==> src/rtl/hssl_lane_manager.sv <==
// hssl_lane_manager: per-lane GT receive bring-up, alignment and health monitor.
// Each lane runs its own FSM: DISABLED -> RESET -> WAIT_DONE -> ALIGN -> UP,
// with RETRY on timeout/error bursts and FAILED after MAX_RETRIES retries.
// Ports:
//   rx_usrclk2_in          clock; every input is synchronous to it
//   reset_all_in           synchronous active-high reset
//   lane_enable_in         per-lane enable
//   rx_reset_done_in       GT rx reset done per lane
//   rx_commadet_in         comma detected this cycle per lane
//   rx_disperr_in          per-byte disparity error, 4 bits per lane
//   rx_encerr_in           per-byte not-in-table error, 4 bits per lane
//   rx_bufstatus_in        elastic buffer over/underflow per lane
//   err_clear_in           zeroes all error counters
//   rx_reset_datapath_out  GT rx datapath reset per lane
//   lane_up_out            lane aligned and healthy
//   lane_failed_out        lane gave up
//   link_up_out            all enabled lanes up, at least one enabled
//   err_count_out          saturating UP error-cycle count, lane i at [i*CNT_W +: CNT_W]
module hssl_lane_manager #(
   parameter int NUM_LANES     = 4,
   parameter int ALIGN_COMMAS  = 16,
   parameter int ALIGN_TIMEOUT = 65535,
   parameter int RESET_PULSE   = 8,
   parameter int ERR_WINDOW    = 1024,
   parameter int ERR_THRESHOLD = 8,
   parameter int MAX_RETRIES   = 7,
   parameter int CNT_W         = 16
) (
   input  logic                       rx_usrclk2_in,
   input  logic                       reset_all_in,
   input  logic [NUM_LANES-1:0]       lane_enable_in,
   input  logic [NUM_LANES-1:0]       rx_reset_done_in,
   input  logic [NUM_LANES-1:0]       rx_commadet_in,
   input  logic [4*NUM_LANES-1:0]     rx_disperr_in,
   input  logic [4*NUM_LANES-1:0]     rx_encerr_in,
   input  logic [NUM_LANES-1:0]       rx_bufstatus_in,
   input  logic                       err_clear_in,
   output logic [NUM_LANES-1:0]       rx_reset_datapath_out,
   output logic [NUM_LANES-1:0]       lane_up_out,
   output logic [NUM_LANES-1:0]       lane_failed_out,
   output logic                       link_up_out,
   output logic [CNT_W*NUM_LANES-1:0] err_count_out
);

   typedef enum logic [2:0] {
      ST_DISABLED,
      ST_RESET,
      ST_WAIT_DONE,
      ST_ALIGN,
      ST_UP,
      ST_RETRY,
      ST_FAILED
   } lane_state_t;

   localparam int TMR_MAX = (ALIGN_TIMEOUT > RESET_PULSE) ?
                            ALIGN_TIMEOUT : RESET_PULSE;
   localparam int TMR_W = $clog2(TMR_MAX + 1);
   localparam int CC_W  = $clog2(ALIGN_COMMAS + 1);
   localparam int WIN_W = $clog2(ERR_WINDOW + 1);
   localparam int EC_W  = $clog2(ERR_THRESHOLD + 1);
   localparam int RTY_W = $clog2(MAX_RETRIES + 1);

   localparam logic [TMR_W-1:0] PULSE_LAST = TMR_W'(RESET_PULSE - 1);
   localparam logic [TMR_W-1:0] TMO_LAST   = TMR_W'(ALIGN_TIMEOUT - 1);
   localparam logic [CC_W-1:0]  COMMA_LAST = CC_W'(ALIGN_COMMAS - 1);
   localparam logic [WIN_W-1:0] WIN_LAST   = WIN_W'(ERR_WINDOW - 1);
   localparam logic [EC_W-1:0]  THR_LAST   = EC_W'(ERR_THRESHOLD - 1);
   localparam logic [RTY_W-1:0] RTY_MAX    = RTY_W'(MAX_RETRIES);

   logic [NUM_LANES-1:0] up_now;
   logic                 link_q;

   for (genvar i = 0; i < NUM_LANES; i++) begin : g_lane
      lane_state_t      st_q, st_d;
      logic [TMR_W-1:0] tmr_q, tmr_d;
      logic [RTY_W-1:0] rty_q, rty_d;
      logic [CC_W-1:0]  cc_q, cc_d;
      logic [WIN_W-1:0] win_q, win_d;
      logic [EC_W-1:0]  ec_q, ec_d;
      logic [CNT_W-1:0] cnt_q;
      logic             rst_q, up_q, fail_q;
      logic             en, err, comma;

      assign en    = lane_enable_in[i];
      assign comma = rx_commadet_in[i];
      assign err   = (|(rx_disperr_in[4*i +: 4] | rx_encerr_in[4*i +: 4]))
                   | rx_bufstatus_in[i];

      always_comb begin
         st_d  = st_q;
         tmr_d = tmr_q;
         rty_d = rty_q;
         cc_d  = cc_q;
         win_d = win_q;
         ec_d  = ec_q;
         if (!en) begin
            st_d  = ST_DISABLED;
            tmr_d = '0;
            rty_d = '0;
            cc_d  = '0;
            win_d = '0;
            ec_d  = '0;
         end else begin
            unique case (st_q)
               ST_DISABLED: begin
                  st_d  = ST_RESET;
                  tmr_d = '0;
                  rty_d = '0;
               end
               ST_RESET: begin
                  if (tmr_q == PULSE_LAST) begin
                     st_d  = ST_WAIT_DONE;
                     tmr_d = '0;
                  end else begin
                     tmr_d = tmr_q + TMR_W'(1);
                  end
               end
               ST_WAIT_DONE: begin
                  // timeout has priority over a same-cycle reset_done
                  if (tmr_q == TMO_LAST) begin
                     st_d = ST_RETRY;
                  end else if (rx_reset_done_in[i]) begin
                     st_d  = ST_ALIGN;
                     tmr_d = '0;
                     cc_d  = '0;
                  end else begin
                     tmr_d = tmr_q + TMR_W'(1);
                  end
               end
               ST_ALIGN: begin
                  tmr_d = tmr_q + TMR_W'(1);
                  if (err)        cc_d = '0;
                  else if (comma) cc_d = cc_q + CC_W'(1);
                  if (tmr_q == TMO_LAST) begin
                     st_d = ST_RETRY;
                  end else if (!err && comma && cc_q == COMMA_LAST) begin
                     st_d  = ST_UP;
                     win_d = '0;
                     ec_d  = '0;
                  end
               end
               ST_UP: begin
                  win_d = win_q + WIN_W'(1);
                  ec_d  = ec_q + EC_W'(err);
                  if (rx_bufstatus_in[i] || (err && ec_q == THR_LAST)) begin
                     st_d = ST_RETRY;
                  end else if (win_q == WIN_LAST) begin
                     // window closed below threshold: lane proved healthy
                     win_d = '0;
                     ec_d  = '0;
                     rty_d = '0;
                  end
               end
               ST_RETRY: begin
                  if (rty_q == RTY_MAX) begin
                     st_d = ST_FAILED;
                  end else begin
                     st_d  = ST_RESET;
                     rty_d = rty_q + RTY_W'(1);
                     tmr_d = '0;
                  end
               end
               ST_FAILED: begin
                  st_d = ST_FAILED;
               end
               default: begin
                  st_d = ST_DISABLED;
               end
            endcase
         end
      end

      always_ff @(posedge rx_usrclk2_in) begin
         if (reset_all_in) begin
            st_q   <= ST_DISABLED;
            tmr_q  <= '0;
            rty_q  <= '0;
            cc_q   <= '0;
            win_q  <= '0;
            ec_q   <= '0;
            rst_q  <= 1'b1;
            up_q   <= 1'b0;
            fail_q <= 1'b0;
         end else begin
            st_q   <= st_d;
            tmr_q  <= tmr_d;
            rty_q  <= rty_d;
            cc_q   <= cc_d;
            win_q  <= win_d;
            ec_q   <= ec_d;
            rst_q  <= (st_d == ST_DISABLED) || (st_d == ST_RESET) ||
                      (st_d == ST_FAILED);
            up_q   <= (st_d == ST_UP);
            fail_q <= (st_d == ST_FAILED);
         end
      end

      always_ff @(posedge rx_usrclk2_in) begin
         if (reset_all_in || err_clear_in) begin
            cnt_q <= '0;
         end else if (st_q == ST_UP && err && cnt_q != '1) begin
            cnt_q <= cnt_q + CNT_W'(1);
         end
      end

      assign up_now[i]                      = (st_q == ST_UP);
      assign rx_reset_datapath_out[i]       = rst_q;
      assign lane_up_out[i]                 = up_q;
      assign lane_failed_out[i]             = fail_q;
      assign err_count_out[i*CNT_W +: CNT_W] = cnt_q;
   end

   always_ff @(posedge rx_usrclk2_in) begin
      if (reset_all_in) begin
         link_q <= 1'b0;
      end else begin
         link_q <= (|lane_enable_in) && (&(up_now | ~lane_enable_in));
      end
   end

   assign link_up_out = link_q;

endmodule

==> config.mk <==
export PLATFORM = sky130hd
export DESIGN_NAME = hssl_lane_manager
export DESIGN_NICKNAME = d
export VERILOG_FILES = /design/src/rtl/hssl_lane_manager.sv
export SDC_FILE = /design/constraint.sdc
export NUM_CORES = 1
export LEC_CHECK = 0
export ABC_AREA = 1
export CORE_MARGIN = 2
export CORE_UTILIZATION = 60
export DETAILED_ROUTE_END_ITERATION = 8
export MAX_ROUTING_LAYER = met4
export PLACE_DENSITY = 0.83
export SLEW_MARGIN = 20
export SYNTH_ARGS = -nofsm -noshare
export SYNTH_HDL_FRONTEND = slang
export SYNTH_SLANG_ARGS = --single-unit
==> constraint.sdc <==
create_clock -name rx_usrclk2_in -period 5.4 [get_ports rx_usrclk2_in]
set_input_delay 0.54 -clock rx_usrclk2_in [delete_from_list [all_inputs] [get_ports rx_usrclk2_in]]
set_output_delay 0.54 -clock rx_usrclk2_in [all_outputs]
set_load 0.01 [all_outputs]
==> impl_metrics.tcl <==
set metrics [dict create \
    nets 2463 \
    worst_ep_arrival_time_ns 3.36 \
    gr-total-overflow 0 \
    finClkSkew_ns 0.0230 \
    drtIter0Drc 939 \
    reg2reg_slack_ns 2.67 \
    hold_viol 0 \
    place_hpwl_microns 25500 \
    dieArea_sq_um 25200 \
    drv_cap 0 \
    fin_util_pct 71.1 \
    hold_class "reg2reg" \
    setup_viol 0 \
    synth_top_area_cell "dfxtp_1" \
    fin_crit_ns 2.87 \
    via_per_inst 5.28 \
    nFillCells 2093 \
    cts_tree "yes" \
    ys_ff_latch 245 \
    hold_end "g_lane[0].cc_q[3]" \
    slew-limit-headroom_pct 33.0 \
    grt_pass1_vias 13325 \
    cts.path.max_buffers 3 \
    synth_top_cells_by_area "dfxtp_1, nand2_1, nor2_1, inv_1, a21oi_1" \
    power.total_w 0.00385 \
    status "completed" \
    async_flop_share_pct 0 \
    path_cells "clkdlybuf4s50_1, nor2_1, clkinv_1, nor2_2, o21ai_0, nor2_1" \
    worst_pin_slew_ns 1.00 \
    pre_cts_slack_ns 1.94 \
    start_util_pct 61.1 \
    portBuffers 127 \
    die_width_microns 159 \
    fin_ws_ns 2.53 \
    cp-start-kind "input pin" \
    end_kind "register" \
    cts.repair.resized 0 \
    slowest_stage "clkinv_1" \
    synth_seq_area_share_pct 34.1 \
    syn_nets 2354 \
    io_pins 128 \
    dr_total_vias 14337 \
    antenna_left 0 \
    yosys_most_used_dff "dfxtp_1" \
    grt_use_total_pct 27.5 \
    rsz0062_at_grt "no" \
    synth_warnings 0 \
    ir_worst_vdd_uv 214 \
    path_common_cell "nor2_1" \
    min_from "g_lane[0].cc_q[3]" \
    avgRoutedWirePerCell_microns 12.9 \
    fin_setup_tns_ns 0 \
    grt_max_degree 36 \
    drc_errors 0 \
    gp_congestion 0.947 \
    row_count 56 \
    timing.rr.start "g_lane[0].st_q[2]" \
    cts_buffers 27 \
    drive_above_1_share_pct 4.60 \
    clk_pin_slew_ns 0.06 \
    hold_path_depth 2 \
    p_leak_nw 6.55 \
    syn_area_sq_um 14400 \
    clock-sinks 245 \
    period_share_pct 53.1 \
    cts_hold_buf 0 \
    synthCells 2263 \
    core_area_sq_um 23500 \
    max_stage_delay_ns 0.79 \
    required_ns 5.89 \
    yosysMostFrequentCell "nand2_1" \
    drv_slew 0 \
    reg2reg_to "g_lane[0].cnt_q[12]" \
    grt_pass1_wl_microns 59500 \
    die_h_microns 159 \
    insertion_delay_ns 0.55 \
    firstDrtPassIters 5 \
    ff_latch_area_sq_um 4900 \
    postCtsSetupBuffers 0 \
    grt_antenna_before_repair 0 \
    ys_top_cells_by_count "nand2_1, nor2_1, inv_1" \
    multi_input_area_sq_um 8050 \
    synth_top_area_share_pct 34.1 \
    path_class "in2reg" \
    reg2reg_depth 9 \
    htree_levels 1 \
    worstPathMaxFanout 25 \
    syn_avg_cell_area_sq_um 6.36 \
    synth-edff-count 0 \
    synth_cell_types 48 \
    max_freq_ghz 0.349 \
    powerDensity_nw_per_um2 230 \
    synthToLayoutAreaGrowth_pct 16.3 \
    wirelength_microns 34900 \
    root_buffer "clkbuf_16" \
]
==> per-layer routing <==
layer  GRT usage (%)  wire length (microns)  up-vias
met5               -                      0        -
met4            7.19                    757        0
met3            3.71                   1840       64
met2            46.8                  16500      344
met1            34.7                  15800     6489
li1                -                      -     7440
==> how the worst max path moves through the flow <==
stage                               start                 end  cells after the start
after floorplan           rx_encerr_in[8]   g_lane[2].ec_q[2]                      8
after global placement       reset_all_in  g_lane[3].tmr_q[7]                      6
after detailed placement     reset_all_in  g_lane[3].tmr_q[7]                      6
after CTS                    reset_all_in  g_lane[3].tmr_q[7]                      6
after global routing         reset_all_in  g_lane[3].tmr_q[1]                      6
final                        reset_all_in  g_lane[3].tmr_q[7]                      6
==> registers in the layout, summed over array words and instances, names as in the netlist <==
register       cells
g_lane.cnt_q      64
g_lane.tmr_q      64
g_lane.win_q      44
g_lane.cc_q       20
g_lane.ec_q       16
g_lane.rty_q      12
g_lane.st_q       12
g_lane.fail_q      4
g_lane.rst_q       4
g_lane.up_q        4
link_up_out        1
==> cell families after synthesis <==
kind of cell             count (synthesis)  share of synthesized area (%)
AO/OA/AOI/OAI                          302                           11.3
flip-flops                             245                           34.1
buffers and inverters                  359                           9.97
AND/OR/NAND/NOR                       1258                           37.6
XOR/XNOR                                59                           3.59
adder cells (fa/ha/maj)                 40                           3.48
==> cells in the final DEF (no fill, tap or decap), types with 23 or more instances in the layout <==
master and n:
dfxtp_1 245, o21ai_0 85, nand4_1 36, nor3_1 54, ha_1 40, o211ai_1 23, clkdlybuf4s50_1 127, a21oi_1 174
nand2_1 602, nor2_1 318, xor2_1 45, clkbuf_16 27, inv_1 297, nand3_1 166
==> per-stage QoR <==
stage          cells  instance area, sq um  hold WS (ns)
4_1_cts         2712                 16700         0.470
6_report        2713                 16700         0.468
3_5_place_dp    2662                 15800         0.461
2_1_floorplan   2263                 14400         0.438
3_3_place_gp    2662                 15800         0.450
5_1_grt         2712                 16700         0.492
==> power breakdown <==
| part | internal, W | switching [W] | leakage, nW | total (W) |
|---|---|---|---|---|
| registers | 0.00181 | 0.00000417 | 1.97 | 0.00182 |
| logic | 0.0000552 | 0.0000814 | 4.14 | 0.000137 |
| clock network | 0.00113 | 0.000774 | 0.435 | 0.00190 |
==> cell type report <==
| class | instances | share of cell area [%] |
|---|---|---|
| clock inverter | 18 | 1.27 |
| tap | 319 | 2.39 |
| inverter | 309 | 6.93 |
| antenna | 1 | 0.0150 |
| timing repair buffer | 130 | 7.73 |
| sequential | 245 | 29.3 |
| multi-input combinational | 1659 | 48.1 |
| clock buffer | 32 | 4.21 |
==> critical path, delay by kind of cell <==
family	cells	cell delay, ns
buffers and inverters	2	1.46
AND/OR/NAND/NOR	3	1.19
AO/OA/AOI/OAI	1	0.15
No activity file was read; power rests on OpenSTA's default activity.
